$ cat config.mk
export PLATFORM = sky130hd
export DESIGN_NAME = seven_seg_scan_driver
export DESIGN_NICKNAME = d
export VERILOG_FILES = /design/src/rtl/seven_seg_scan_driver.sv
export SDC_FILE = /design/constraint.sdc
export NUM_CORES = 1
export LEC_CHECK = 0
export CORE_ASPECT_RATIO = 0.8
export CORE_UTILIZATION = 35
export CTS_CLUSTER_DIAMETER = 150
export DETAILED_ROUTE_END_ITERATION = 10
export GPL_TIMING_DRIVEN = 0
export HOLD_SLACK_MARGIN = 0.06
export PLACE_DENSITY_LB_ADDON = 0.05
export SYNTH_ARGS = -nofsm -noshare
export SYNTH_HDL_FRONTEND = slang
export SYNTH_SLANG_ARGS = --single-unit
$ cat constraint.sdc
create_clock -name clk -period 3.4 [get_ports clk]
set_input_delay 0.51 -clock clk [delete_from_list [all_inputs] [get_ports clk]]
set_output_delay 0.51 -clock clk [all_outputs]
set_load 0.1 [all_outputs]
$ cat src/rtl/seven_seg_scan_driver.sv
// Multi-digit seven-segment scan driver: shadow-registered BCD digits multiplexed onto one segment bus.
// Latency: registered outputs; a load or blank_lz change is visible on seg one edge after it is sampled.
// Backpressure: none; the display scan is free-running and load is accepted on any non-reset edge.
module seven_seg_scan_driver #(
  parameter int NUM_DIGITS  = 4,
  parameter int REFRESH_DIV = 100000,
  parameter bit ACTIVE_LOW  = 1'b0
) (
  input  logic                    clk,
  input  logic                    rst,
  input  logic                    load,
  input  logic [4*NUM_DIGITS-1:0] bcd_in,
  input  logic                    blank_lz,
  output logic [6:0]              seg,
  output logic [NUM_DIGITS-1:0]   an,
  output logic                    frame_start
);

  localparam int CNT_W = (REFRESH_DIV > 1) ? $clog2(REFRESH_DIV) : 1;
  localparam int IDX_W = (NUM_DIGITS > 1) ? $clog2(NUM_DIGITS) : 1;

  localparam logic [CNT_W-1:0] CNT_LAST = CNT_W'(REFRESH_DIV - 1);
  localparam logic [IDX_W-1:0] IDX_LAST = IDX_W'(NUM_DIGITS - 1);

  // Pin-level idle values: everything dark in whichever polarity the board uses.
  localparam logic [6:0]            SEG_OFF = ACTIVE_LOW ? 7'h7F : 7'h00;
  localparam logic [NUM_DIGITS-1:0] AN_OFF  = ACTIVE_LOW ? {NUM_DIGITS{1'b1}} : {NUM_DIGITS{1'b0}};

  logic [4*NUM_DIGITS-1:0] shadow;
  logic [CNT_W-1:0]        cnt;
  logic [IDX_W-1:0]        idx;

  logic [NUM_DIGITS-1:0]   zero_from;   // zero_from[i]: digits i..top are all zero
  logic [3:0]              cur_digit;
  logic                    cur_blank;
  logic [6:0]              seg_ah;
  logic [NUM_DIGITS-1:0]   an_ah;

  logic [6:0]              seg_q;
  logic [NUM_DIGITS-1:0]   an_q;
  logic                    frame_start_q;

  // BCD to segments (a = bit 0 .. g = bit 6); codes above 9 show a lone dash.
  function automatic logic [6:0] decode(input logic [3:0] code);
    logic [6:0] s;
    case (code)
      4'd0:    s = 7'h3F;
      4'd1:    s = 7'h06;
      4'd2:    s = 7'h5B;
      4'd3:    s = 7'h4F;
      4'd4:    s = 7'h66;
      4'd5:    s = 7'h6D;
      4'd6:    s = 7'h7D;
      4'd7:    s = 7'h07;
      4'd8:    s = 7'h7F;
      4'd9:    s = 7'h6F;
      default: s = 7'h40;
    endcase
    return s;
  endfunction

  // Shadow register: a held copy of the digits so the scan never shows a half-updated value.
  always_ff @(posedge clk) begin
    if (rst) begin
      shadow <= '0;
    end else if (load) begin
      shadow <= bcd_in;
    end
  end

  // Refresh counter and digit index: the index steps once per REFRESH_DIV cycles.
  always_ff @(posedge clk) begin
    if (rst) begin
      cnt <= '0;
      idx <= '0;
    end else if (cnt == CNT_LAST) begin
      cnt <= '0;
      idx <= (idx == IDX_LAST) ? '0 : idx + 1'b1;
    end else begin
      cnt <= cnt + 1'b1;
    end
  end

  // Walk down from the top digit to find the run of leading zeros (invalid codes break the run).
  always_comb begin
    logic run;
    run       = 1'b1;
    zero_from = '0;
    for (int i = NUM_DIGITS - 1; i >= 0; i--) begin
      run          = run & (shadow[4*i +: 4] == 4'd0);
      zero_from[i] = run;
    end
  end

  // Select the digit under the scan and decide whether it is a blanked leading zero.
  always_comb begin
    cur_digit = 4'd0;
    cur_blank = 1'b0;
    an_ah     = '0;
    for (int i = 0; i < NUM_DIGITS; i++) begin
      if (idx == IDX_W'(i)) begin
        cur_digit = shadow[4*i +: 4];
        cur_blank = blank_lz && (i != 0) && zero_from[i];
        an_ah[i]  = 1'b1;
      end
    end
    seg_ah = cur_blank ? 7'h00 : decode(cur_digit);
  end

  // Output registers: polarity applied here so the pins switch cleanly on the clock edge.
  always_ff @(posedge clk) begin
    if (rst) begin
      seg_q         <= SEG_OFF;
      an_q          <= AN_OFF;
      frame_start_q <= 1'b0;
    end else begin
      seg_q         <= ACTIVE_LOW ? ~seg_ah : seg_ah;
      an_q          <= ACTIVE_LOW ? ~an_ah : an_ah;
      frame_start_q <= (idx == '0) && (cnt == '0);
    end
  end

  assign seg         = seg_q;
  assign an          = an_q;
  assign frame_start = frame_start_q;

endmodule

==> results.cfg, run 1 <==
[status]
outcome = complete, no violations

[floorplan]
dieArea_mm2 = 0.00672
ios = 32
die_h_um = 73.5
core_mm2 = 0.00604
row_count = 25
initial_core_util_pct = 37.1
die_width_um = 91.4

[cts]
cts_made_buffers = 5
postCtsSetupRepairBufs = 0
clk_pin_slew_ns = 0.09
cts_sinks = 47
post_cts_resized = 0
clk_path_buf_depth = 2
htree_num_levels = 2
clock_latency_ns = 0.30
tritoncts = done
cts_hold_buf = 0
root_buffer = clkbuf_8

[power]
p_sw_uw = 330
p_clk_share_pct = 29.6
p_leak_uw = 0.00105
p_comb_share_pct = 17.6
internal-power_uw = 787
swShare_pct = 29.5
peakVddDrop_uv = 140
p_seq_share_pct = 52.8
powerDensity_mw_per_mm2 = 411

[critical_path]
critical_path_arrival_ns = 2.59
path_class = register to register
cp.required_ns = 3.56
path_max_fanout = 10
critPathLaunchType = register
crit_path_end_kind = register

[synthesis]
synthesis.area_mm2 = 0.00224
ys_async_sr_fraction_pct = 0
synth-xor-area-share_pct = 5.09
synth.avg_cell_area_um2 = 9.44
synth_top_family_by_area = simple AND/OR/NAND/NOR gates
synth_compound_area_share_pct = 10.4
synthSimpleGateAreaFrac_pct = 24.1
synth.distinct_cells = 50
ys.flop_type = dfxtp_1
yosysSeqAreaShare_pct = 42.0
ys_warn_count = 0
synthMuxAreaShare_pct = 7.66
ys_ff_latch = 47
netlist_instances = 237
synthesis.nets = 269
synthAdderAreaFrac_pct = 6.71
synth-edff-count = 0

[layout]
multiInputGateArea_mm2 = 0.00121
regArea_um2 = 941
drive_above_1_share_pct = 8.03
fillerInstances = 613
finalNetCount = 305
final_common_cell = dfxtp_1
final_cell_mix = dfxtp_1 (47), nor2_1 (34), clkdlybuf4s50_1 (29)
syn2layout_area_growth_pct = 21.5
num_antenna_cells = 0

[drt]
vias_per_cell = 4.86
wl_um = 4640
drt_iter0_drc = 78
wl_per_cell_um = 13.1
ant_nets = 0
vias = 1724
firstDrtPassIters = 4
drc_errors = 0

[place]
dp_worst_setup_slack_ns = 0.991
dpl.hpwl_um = 3540
io_buffers = 29
gp_congestion = 0.775

[sta]
fmax_mhz = 413
worstMarginPinSlew_ns = 0.970
slew_headroom_pct = 35.1
setup_ws_ns = 0.976
tns_ns = 0
period_needed_ns = 2.42
maxSlewViolCount = 0
rsz0062_at_grt = false
clock_skew_ns = 0.00487
setup_violations = 0
period_share_pct = 71.3
hold_viol_final = 0

[global_route]
grt_max_degree = 16
antenna_found_initial = 0
grt_pass1_wl_um = 7730
grt-ovfl-total = 0
grt_pass1_vias = 1545
grt_usage_pct = 14.9

[job]
max-cap-violations = 0

[worst_hold_path]
hold_class = register to register
cell usage after synthesis, drive strengths merged (5+ instances only):
| cell | count | area (um2) |
|---|---|---|
| dfxtp | 47 | 941 |
| nor2 | 34 | 128 |
| mux2i | 16 | 160 |
| ha | 12 | 150 |
| inv | 10 | 37.5 |
| nand3 | 10 | 55.1 |
| xor2 | 8 | 70.1 |
| a21oi | 7 | 38.8 |
| nand2 | 7 | 28.8 |
| nor4 | 7 | 50.1 |
| buf | 6 | 37.5 |
| nor2b | 6 | 37.5 |
| xnor2 | 5 | 43.8 |
worst max-delay path: stages, from the launching register on:
cell,delay [ns]
dfxtp_1,0.40
ha_1,0.30
buf_4,0.21
a211oi_1,0.05
a221o_1,0.44
ha_1,0.26
or3_1,0.36
o221ai_1,0.17
a21oi_1,0.09
stage by stage:
stage                     std cells  hold slack (ns)  instance area [um2]  utilization, %  power [uW]
after floorplan                 237            0.441                 2240               -         741
after global placement          347            0.463                 2630            43.6         800
after detailed placement        347            0.468                 2630            43.6         800
after CTS                       355            0.491                 2720            45.0        1140
after global routing            355            0.521                 2720            45.0        1170
final                           355            0.489                 2720            45.0        1120
registers in the layout, indices dropped and copies added (netlist names):
signal       flops
shadow          16
seg              7
idx              2
frame_start      1
cnt             17
an               4
power by group through the flow:
stage / Clock [uW] / Combinational, uW / Sequential, uW
floorplan: 0 / 67.3 / 674
global placement: 0 / 197 / 603
detailed placement: 0 / 197 / 603
CTS: 349 / 198 / 591
global route: 366 / 210 / 594
finish: 331 / 196 / 590
per-layer routing:
layer / track usage [%] / part of all wire [%]
met1: 23.5 / 58
met3: 3.62 / 5.5
met2: 19.2 / 35
met4: 4.76 / 1.3
met5: 0 / 0
worst paths after layout:
kind	endpoint	startpoint	slack, ns	depth (start not counted)
worst max-delay path	seg[4]	idx[0]	0.98	8
worst min-delay path	cnt[0]	cnt[0]	0.49	1
worst max register to register	seg[4]	idx[0]	0.98	8
worst min register to register	cnt[0]	cnt[0]	0.49	1
logic make-up (layout without fill, tap and decap cells):
family / count (synthesis) / in the layout
flip-flops: 47 / 47
AND/OR/NAND/NOR: 97 / 97
XOR/XNOR: 13 / 13
adder cells (fa/ha/maj): 12 / 12
buffers and inverters: 20 / 57
AO/OA/AOI/OAI: 31 / 31
multiplexers: 17 / 17
final cells by class:
type                            instances  area share [%]
Clock inverter                          3           0.736
Multi-Input combinational cell        170            44.4
Tap cell                               81            3.73
Buffer                                 10            1.93
Clock buffer                            5            2.53
Inverter                               10            1.38
Sequential cell                        47            34.6
Timing Repair Buffer                   29            10.7
(Power assumes the default switching activity.)
==> inputs of run 2 (changes only) <==
clock period = 2.07 ns   (was 3.4 ns; I/O delays follow)
==> run 2 against run 1 <==
Effect of this change:
- the flow now finishes with violations (setup timing)
- largest cell class unchanged
- sequential share of layout area decreased by 3.8 points
- die area unchanged
- sequential power is 64% higher
- hold slack got worse by 0.070 ns
==> results.cfg, run 2 (synthesis gave the netlist of run 1 again) <==
[status]
outcome = complete, but fails checks
failed_checks = setup timing

[cts]
root_buffer = clkbuf_8
clk_pin_slew_ns = 0.09
tritoncts = done
htree_num_levels = 2
cts_sinks = 47
cts_hold_buf = 0
clock_latency_ns = 0.29
cts_made_buffers = 5
clk_path_buf_depth = 2

[sta]
period_needed_ns = 2.14
setup_violations = 1
setup_ws_ns = -0.0729
worstMarginPinSlew_ns = 0.972
hold_viol_final = 0
maxSlewViolCount = 0
tns_ns = -0.0729
fmax_mhz = 467
whs_ns = 0.419
rsz0062_at_grt = true
clock_skew_ns = 0.00771
period_share_pct = 104
slew_headroom_pct = 35.1

[critical_path]
r2r_start = idx[1]
path_max_fanout = 5
crit_path_end_kind = register
ff2ff_setup_slack_ns = -0.07
critPathLaunchType = register
critical_path_arrival_ns = 2.30
worstRegToRegCells = 8
crit_start = idx[1]
reg2reg_to = seg[4]
path_class = register to register
cp.required_ns = 2.23

[power]
p_clk_share_pct = 34.3
p_seq_share_pct = 47.9
peakVddDrop_uv = 284
powerDensity_mw_per_mm2 = 656
swShare_pct = 27.2
p_leak_uw = 0.00131
internal-power_uw = 1470
p_sw_uw = 550
p_comb_share_pct = 17.8

[job]
max-cap-violations = 0

[layout]
syn2layout_area_growth_pct = 37.7
final_common_cell = dfxtp_1
finalNetCount = 322
largest_reg_flops = 17
largest_register = cnt
fillerInstances = 570
postLayoutCoreUtil_pct = 51.0
drive_above_1_share_pct = 22.3
final_cells = 372
num_antenna_cells = 0
final_cell_mix = dfxtp_1 (45), nor2_1 (34), buf_4 (18)
multiInputGateArea_mm2 = 0.00136
regArea_um2 = 948

[drt]
ant_nets = 0
drt_iter0_drc = 90
firstDrtPassIters = 4
wl_per_cell_um = 13.5
vias = 1794
wl_um = 5040
vias_per_cell = 4.82
drc_errors = 0

[floorplan]
die_h_um = 73.5
dieArea_mm2 = 0.00672
core_mm2 = 0.00604
initial_core_util_pct = 37.1
row_count = 25
ios = 32
die_width_um = 91.4

[global_route]
grt_pass1_vias = 1630
grt-ovfl-total = 0
antenna_found_initial = 0
grt_usage_pct = 15.7
grt_max_degree = 15
grt_pass1_wl_um = 8220

[place]
io_buffers = 29
gp_congestion = 0.778
dp.cells = 347
dpl.hpwl_um = 3620

[worst_hold_path]
hold_class = input port to register
hold_depth = 2
whs_endpoint = an[2]
hp-start = rst
==> run 2: cell type report <==
cell class / instances / share of cell area [%]
plain buffers: 9 / 1.79
clock buffers: 6 / 2.68
clock inverters: 2 / 1.14
inverters: 10 / 1.30
multi-input cells: 170 / 44.0
flip-flops and latches: 47 / 30.8
well taps: 81 / 3.29
repair buffers: 47 / 15.1
==> run 2: timing repair <==
action / 4_1_cts / 5_1_grt
gates resized for setup: 18 / 29
endpoints found under the setup margin: 8 / 24
pin swaps: 7 / 12
buffers inserted: 11 / 7
==> run 2: worst max path at each step <==
stage	end	slack, ns	cells past startpoint
6_report	seg[4]	-0.07	8
3_5_place_dp	seg[4]	-0.23	9
5_1_grt	seg[4]	-0.14	8
3_3_place_gp	seg[5]	-0.24	8
4_1_cts	seg[4]	-0.12	8
2_1_floorplan	seg[4]	-0.006	9
==> run 2: power groups by stage <==
stage               sequential [uW]  clock [uW]  combinational [uW]
floorplan                      1110           0                 111
global placement                991           0                 324
detailed placement              991           0                 325
CTS                             968         712                 337
global route                    973         759                 385
finish                          968         694                 360
==> run 2: routing by layer <==
metal / vias to the layer above / part of all wire [%] / track usage (%)
met5: - / 0 / 0
li1: 943 / - / -
met1: 817 / 60 / 25.5
met4: 0 / 0.46 / 3.70
met3: 2 / 3.3 / 3.73
met2: 32 / 36 / 19.9
==> run 2: metrics by stage <==
step | total power [uW] | setup slack, ns | instance area (um2)
2_1_floorplan | 1220 | -0.00621 | 2260
3_3_place_gp | 1320 | -0.243 | 2650
3_5_place_dp | 1320 | -0.229 | 2650
4_1_cts | 2020 | -0.121 | 2920
5_1_grt | 2120 | -0.140 | 3080
6_report | 2020 | -0.0729 | 3080
==> run 2: worst max-delay path, cell delays in order, from the launching register on <==
cell and delay, ns:
dfxtp_4 0.41, inv_4 0.06, ha_4 0.17, nand3b_1 0.16, a221o_2 0.42, ha_2 0.21, or3_4 0.36, o221ai_2 0.15
a21oi_2 0.08
